<file path="config.mk">
export PLATFORM = sky130hd
export DESIGN_NAME = regex_cpu
export DESIGN_NICKNAME = d
export VERILOG_FILES = /design/src/rtl/regex_cpu.sv
export SDC_FILE = /design/constraint.sdc
export NUM_CORES = 1
export LEC_CHECK = 0
export CAP_MARGIN = 10
export CORE_MARGIN = 2
export CORE_UTILIZATION = 40
export DETAILED_ROUTE_END_ITERATION = 10
export DONT_BUFFER_PORTS = 1
export PLACE_DENSITY = 0.66
export SKIP_CTS_REPAIR_TIMING = 1
export SLEW_MARGIN = 20
export SYNTH_ARGS = -nofsm -noshare
export SYNTH_HDL_FRONTEND = slang
export SYNTH_SLANG_ARGS = --single-unit
</file>
<file path="constraint.sdc">
create_clock -name clk -period 2.5 [get_ports clk]
set_input_delay 0.375 -clock clk [delete_from_list [all_inputs] [get_ports clk]]
set_output_delay 0.375 -clock clk [all_outputs]
set_load 0.05 [all_outputs]
</file>
<file path="src/rtl/regex_cpu.sv">
// regex_cpu: single-thread execution core of the regex engine.
// Takes one (pc, cc_id) thread at a time, fetches the instruction at pc,
// executes it against the thread's character slot, then either emits zero,
// one or two successor threads or pulses accepts.
// Ports:
//   clk, rst                 clock, synchronous active-high reset
//   current_characters       one character per slot, slot k at [k*CW +: CW]
//   end_of_string            per-slot end-of-input flag
//   input_pc_*               incoming thread (valid/ready)
//   memory_*                 instruction fetch (valid/ready, data one cycle later)
//   output_pc_*, output_cc_id  successor thread (valid/ready)
//   accepts                  one-cycle pulse when the thread accepts
module regex_cpu #(
  parameter int PC_WIDTH          = 9,
  parameter int CC_ID_BITS        = 2,
  parameter int CHARACTER_WIDTH   = 8,
  parameter int MEMORY_WIDTH      = 16,
  parameter int MEMORY_ADDR_WIDTH = 11
) (
  input  logic                                          clk,
  input  logic                                          rst,
  input  logic [(2**CC_ID_BITS)*CHARACTER_WIDTH-1:0]    current_characters,
  input  logic [2**CC_ID_BITS-1:0]                      end_of_string,
  input  logic                                          input_pc_valid,
  input  logic [CC_ID_BITS-1:0]                         input_cc_id,
  input  logic [PC_WIDTH-1:0]                           input_pc,
  output logic                                          input_pc_ready,
  output logic                                          memory_valid,
  output logic [MEMORY_ADDR_WIDTH-1:0]                  memory_addr,
  input  logic                                          memory_ready,
  input  logic [MEMORY_WIDTH-1:0]                       memory_data,
  output logic                                          output_pc_valid,
  output logic [PC_WIDTH-1:0]                           output_pc,
  output logic [CC_ID_BITS-1:0]                         output_cc_id,
  input  logic                                          output_pc_ready,
  output logic                                          accepts
);
  localparam int NUM_SLOTS = 2**CC_ID_BITS;

  localparam logic [2:0] OP_ACCEPT         = 3'b000;
  localparam logic [2:0] OP_SPLIT          = 3'b001;
  localparam logic [2:0] OP_MATCH          = 3'b010;
  localparam logic [2:0] OP_JMP            = 3'b011;
  localparam logic [2:0] OP_END            = 3'b100;
  localparam logic [2:0] OP_MATCH_ANY      = 3'b101;
  localparam logic [2:0] OP_ACCEPT_PARTIAL = 3'b110;
  localparam logic [2:0] OP_NOT_MATCH      = 3'b111;

  typedef enum logic [2:0] {IDLE, FETCH, WAIT_DATA, EXEC, OUT1, OUT2} state_t;

  state_t                  state;
  logic [PC_WIDTH-1:0]     pc_r;
  logic [CC_ID_BITS-1:0]   cc_r;
  logic [MEMORY_WIDTH-1:0] instr;

  // unpack the character window into per-slot entries
  logic [CHARACTER_WIDTH-1:0] chars [NUM_SLOTS];
  for (genvar k = 0; k < NUM_SLOTS; k++) begin : g_slot
    assign chars[k] = current_characters[k*CHARACTER_WIDTH +: CHARACTER_WIDTH];
  end

  logic [2:0]                 op;
  logic [PC_WIDTH-1:0]        tgt;
  logic [CHARACTER_WIDTH-1:0] lit;
  logic [CHARACTER_WIDTH-1:0] ch;
  logic                       eos;
  assign op  = instr[MEMORY_WIDTH-1 -: 3];
  assign tgt = instr[PC_WIDTH-1:0];
  assign lit = instr[CHARACTER_WIDTH-1:0];
  assign ch  = chars[cc_r];
  assign eos = end_of_string[cc_r];

  assign memory_addr = MEMORY_ADDR_WIDTH'(pc_r);

  // EXEC decode: first successor (if any) and the accept decision.
  // Characters and eos are only looked at while in EXEC.
  logic                  emit, acc;
  logic [PC_WIDTH-1:0]   nxt_pc;
  logic [CC_ID_BITS-1:0] nxt_cc;
  always_comb begin
    emit   = 1'b0;
    acc    = 1'b0;
    nxt_pc = pc_r + 1'b1;
    nxt_cc = cc_r + 1'b1;
    unique case (op)
      OP_JMP:            begin emit = 1'b1; nxt_pc = tgt; nxt_cc = cc_r; end
      OP_SPLIT:          begin emit = 1'b1; nxt_cc = cc_r; end
      OP_MATCH:          emit = !eos && (ch == lit);
      OP_NOT_MATCH:      emit = !eos && (ch != lit);
      OP_MATCH_ANY:      emit = !eos;
      OP_ACCEPT:         acc  = eos;
      OP_ACCEPT_PARTIAL: acc  = 1'b1;
      OP_END:            ;
      default:           ;
    endcase
  end

  assign accepts = (state == EXEC) && acc;

  always_ff @(posedge clk) begin
    if (rst) begin
      state           <= IDLE;
      pc_r            <= '0;
      cc_r            <= '0;
      instr           <= '0;
      input_pc_ready  <= 1'b1;
      memory_valid    <= 1'b0;
      output_pc_valid <= 1'b0;
      output_pc       <= '0;
      output_cc_id    <= '0;
    end else begin
      unique case (state)
        IDLE: if (input_pc_valid) begin
          pc_r           <= input_pc;
          cc_r           <= input_cc_id;
          input_pc_ready <= 1'b0;
          memory_valid   <= 1'b1;
          state          <= FETCH;
        end
        FETCH: if (memory_ready) begin
          memory_valid <= 1'b0;
          state        <= WAIT_DATA;
        end
        WAIT_DATA: begin
          instr <= memory_data;
          state <= EXEC;
        end
        EXEC: begin
          if (emit) begin
            output_pc_valid <= 1'b1;
            output_pc       <= nxt_pc;
            output_cc_id    <= nxt_cc;
            state           <= OUT1;
          end else begin
            input_pc_ready <= 1'b1;
            state          <= IDLE;
          end
        end
        OUT1: if (output_pc_ready) begin
          if (op == OP_SPLIT) begin
            // second SPLIT branch keeps the slot, jumps to data
            output_pc <= tgt;
            state     <= OUT2;
          end else begin
            output_pc_valid <= 1'b0;
            input_pc_ready  <= 1'b1;
            state           <= IDLE;
          end
        end
        OUT2: if (output_pc_ready) begin
          output_pc_valid <= 1'b0;
          input_pc_ready  <= 1'b1;
          state           <= IDLE;
        end
        default: begin
          output_pc_valid <= 1'b0;
          memory_valid    <= 1'b0;
          input_pc_ready  <= 1'b1;
          state           <= IDLE;
        end
      endcase
    end
  end
endmodule

</file>
==> implementation parameters, run 1 <==
Parameter                              Value

Critical path
  Worst reg-to-reg setup slack    0.10 ns
  Origin of the worst setup path    cc_r[0]
  Worst Path Max Fanout    8
  Critical path type    flop to flop
  Crit path required time    2.71 ns
  Data arrival time of the worst path    2.60 ns
  Depth of the worst register-to-register path    7
  Startpoint class of the critical path    flop
  Kind of end point of the critical path    flop
  Critical R2R Launch    cc_r[0]
  Worst reg2reg endpoint    output_cc_id[0]

Place
  Port Buffer Count    0
  Total half-perimeter wirelength after legalization and detailed placement    4283 um
  Placer's final routability congestion estimate    0.8534
  Placement-stage cell area    0.002501 mm^2

Timing
  Fin crit period    2.395 ns
  Final number of max-transition violations    0
  Fin Setup TNS    0 ns
  Slew @ Worst Pin    0.6171 ns
  Fmax    0.4175 GHz
  Max_slew headroom    58.80%
  Setup Viol. Count Final    0
  Worst clock skew    0.007111 ns
  RSZ-0062 raised after global routing    true
  Number of hold violations in the final report    0
  Period utilization    95.81%

Floorplanning
  Floorplan die height    80.26 um
  Total Die Area    0.006441 mm^2
  Ports placed on the boundary    94
  Area of the core region    0.005574 mm^2
  Row count    27
  Die X-Extent    80.26 um
  Initial core utilization    41.73%

Global routing
  GR Util met1    23.09%
  Met3 track utilization from global routing    5.618%
  Pin count of the biggest net entering global routing    32
  First-pass GRT wire length    8976 um
  GRT Overall Usage    18.34%
  Remaining Overflow, GRT    0
  Global Route met2 Usage    29.00%
  Number of global-route vias before repair    1868
  Initial antenna violation count    0
  GRT busiest layer    met2

Finish
  Share of the core filled with cells in the final layout    47.14%
  Leading cell type in the layout, fill and taps excluded    sky130_fd_sc_hd__nand2_1
  Fraction of layout instances using a drive strength above 1    16.37%
  Number of inserted diodes    0
  Register area    804.5 um^2
  Net count of the finished layout    349
  Commonest non-fill, non-tap cells in the layout    61 x sky130_fd_sc_hd__nand2_1, 39 x sky130_fd_sc_hd__dfxtp_1, 24 x sky130_fd_sc_hd__mux2i_1, 22 x sky130_fd_sc_hd__nor2_1, 19 x sky130_fd_sc_hd__a21oi_1
  Layout-stage area growth over the synthesis result    12.96%
  Multi-input gate area in the final layout    0.001441 mm^2
  Number of filler instances in the final layout    553
  Final design area excluding fillers    0.002628 mm^2

Route
  Number of violations reported at the end of detailed-routing iteration 0    92
  Post-detailed-routing wire length    5588 um
  DRC violations left    0
  DR pass1 iterations    4
  Post-detailed-route wirelength per cell    15.83 um
  Via-to-Cell Ratio    5.306
  Detail Route Antenna Nets    0
  Total number of vias    1873

Logic synthesis
  Synthesized area    0.002326 mm^2
  Yosys warns    0
  Number of distinct library cell variants in the gate-level netlist after synthesis    44
  Number of enable flip-flop cells after synthesis    0
  Most instantiated flip-flop cell in the synthesis netlist    sky130_fd_sc_hd__dfxtp_1
  Gate count of the mapped netlist    272
  Sequential share of the synthesized area    34.43%
  Avg Cell Area, Syn    8.551 um^2
  Register bit count reported by yosys    40
  Share of flip-flops with an asynchronous set or reset    0%

Worst hold path
  Hold EP    instr[6]
  Worst hold path depth    1
  Startpoint of the tightest hold check path    rst
  Kind of path behind the tightest hold check    input pin to flop

Outcome
  Run status    finished, final reports clean

CTS
  Worst-path clk slew    0.08 ns
  Number of levels in the clock H-tree    2
  CTS Buf Count    5
  Root buf cell    sky130_fd_sc_hd__clkbuf_8
  Number of clock sinks    40
  TritonCTS clock tree    yes
  Source-to-sink clock delay at the later pin of the worst-skew pair    0.29 ns
  Maximum buffer depth of the clock tree    2

Pwr
  Leak Pwr    0.9727 nW
  Total power per unit cell area    590.7 mW/mm^2
  Worst vdd ir    0.0003673 V

Run
  Reported max-cap violation count    0
where the power goes:
| part | internal [mW] | switching [mW] | total (mW) |
|---|---|---|---|
| Combinational | 0.159 | 0.188 | 0.347 |
| Sequential | 0.674 | 0.0778 | 0.752 |
| Clock | 0.221 | 0.232 | 0.453 |
| Total | 1.05 | 0.498 | 1.55 |
cells in the mapped netlist, types with 5 or more instances:
cell / n / area [um^2]
sky130_fd_sc_hd__nand2_1: 61 / 229.0
sky130_fd_sc_hd__xnor2_1: 10 / 87.58
sky130_fd_sc_hd__nand3_1: 5 / 25.02
sky130_fd_sc_hd__nor2_1: 22 / 82.58
sky130_fd_sc_hd__inv_1: 6 / 22.52
sky130_fd_sc_hd__dfxtp_1: 40 / 800.8
sky130_fd_sc_hd__o21ai_0: 9 / 45.04
sky130_fd_sc_hd__mux2i_1: 24 / 240.2
sky130_fd_sc_hd__a21oi_1: 19 / 95.09
sky130_fd_sc_hd__mux4_2: 5 / 112.6
sky130_fd_sc_hd__clkbuf_1: 12 / 45.04
critical path, cell delays in order (launching register included):
cell and delay (ns):
sky130_fd_sc_hd__dfxtp_4 0.38, sky130_fd_sc_hd__buf_6 0.14, sky130_fd_sc_hd__mux4_2 0.54, sky130_fd_sc_hd__xnor2_2 0.16, sky130_fd_sc_hd__o2111ai_1 0.16, sky130_fd_sc_hd__or4_1 0.56
sky130_fd_sc_hd__o211a_1 0.16, sky130_fd_sc_hd__a311oi_1 0.23
metrics by stage:
stage	power, mW	hold WS (ns)	std cells	setup WS, ns
after CTS	1.558	0.1365	353	-0.06693
after detailed placement	1.104	0.4510	345	-0.05054
after global routing	1.641	0.1219	353	-0.02128
after global placement	1.099	0.4491	345	-0.007991
final	1.552	0.1435	353	0.1048
after floorplan	1.033	0.4602	273	0.08000
flip-flops by register name (all words and copies together) (netlist names):
register         count
memory_valid         1
input_pc_ready       1
pc_r                 9
instr               12
output_cc_id         2
cc_r                 2
state                3
output_pc_valid      1
output_pc            9
metal layers:
| layer | share of wire [%] | vias up |
|---|---|---|
| met5 | 0 | - |
| met4 | 1.8 | 0 |
| met3 | 7.9 | 7 |
| met2 | 45 | 69 |
| met1 | 45 | 836 |
| li1 | - | 961 |
logic make-up after synthesis:
group,synth area share (%)
simple gates,22.38
flops,34.43
buf+inv,5.110
compound gates,9.736
fa+ha+maj,0.5378
mux,20.98
xor+xnor,6.670
other cells,0.1612
area by class of cell:
class | count | share of cell area (%)
multi-input combinational | 209 | 54.86
clock inverter | 2 | 0.3810
timing repair buffer | 18 | 6.714
clock buffer | 6 | 3.143
tap | 72 | 3.429
sequential | 40 | 30.62
inverter | 6 | 0.8571
how the worst max path moves through the flow:
| stage | endpoint | depth (start not counted) |
|---|---|---|
| global placement | output_pc[1] | 9 |
| CTS | output_pc[2] | 9 |
| finish | output_cc_id[0] | 7 |
| detailed placement | output_pc[2] | 9 |
| global route | output_pc[3] | 9 |
| floorplan | accepts | 5 |
Power figures use the tool's default switching activity.
==> run 2, diff against run 1 <==
Settings changed: TNS_END_PERCENT set to 100.
==> results of run 2 <==
Final layout, timing and power as in run 1 (identical DEF).
==> run 3, diff against run 2 <==
Settings changed: CTS_CLUSTER_DIAMETER set to 200.
==> results of run 3 <==
Final layout, timing and power as in run 1 (identical DEF).
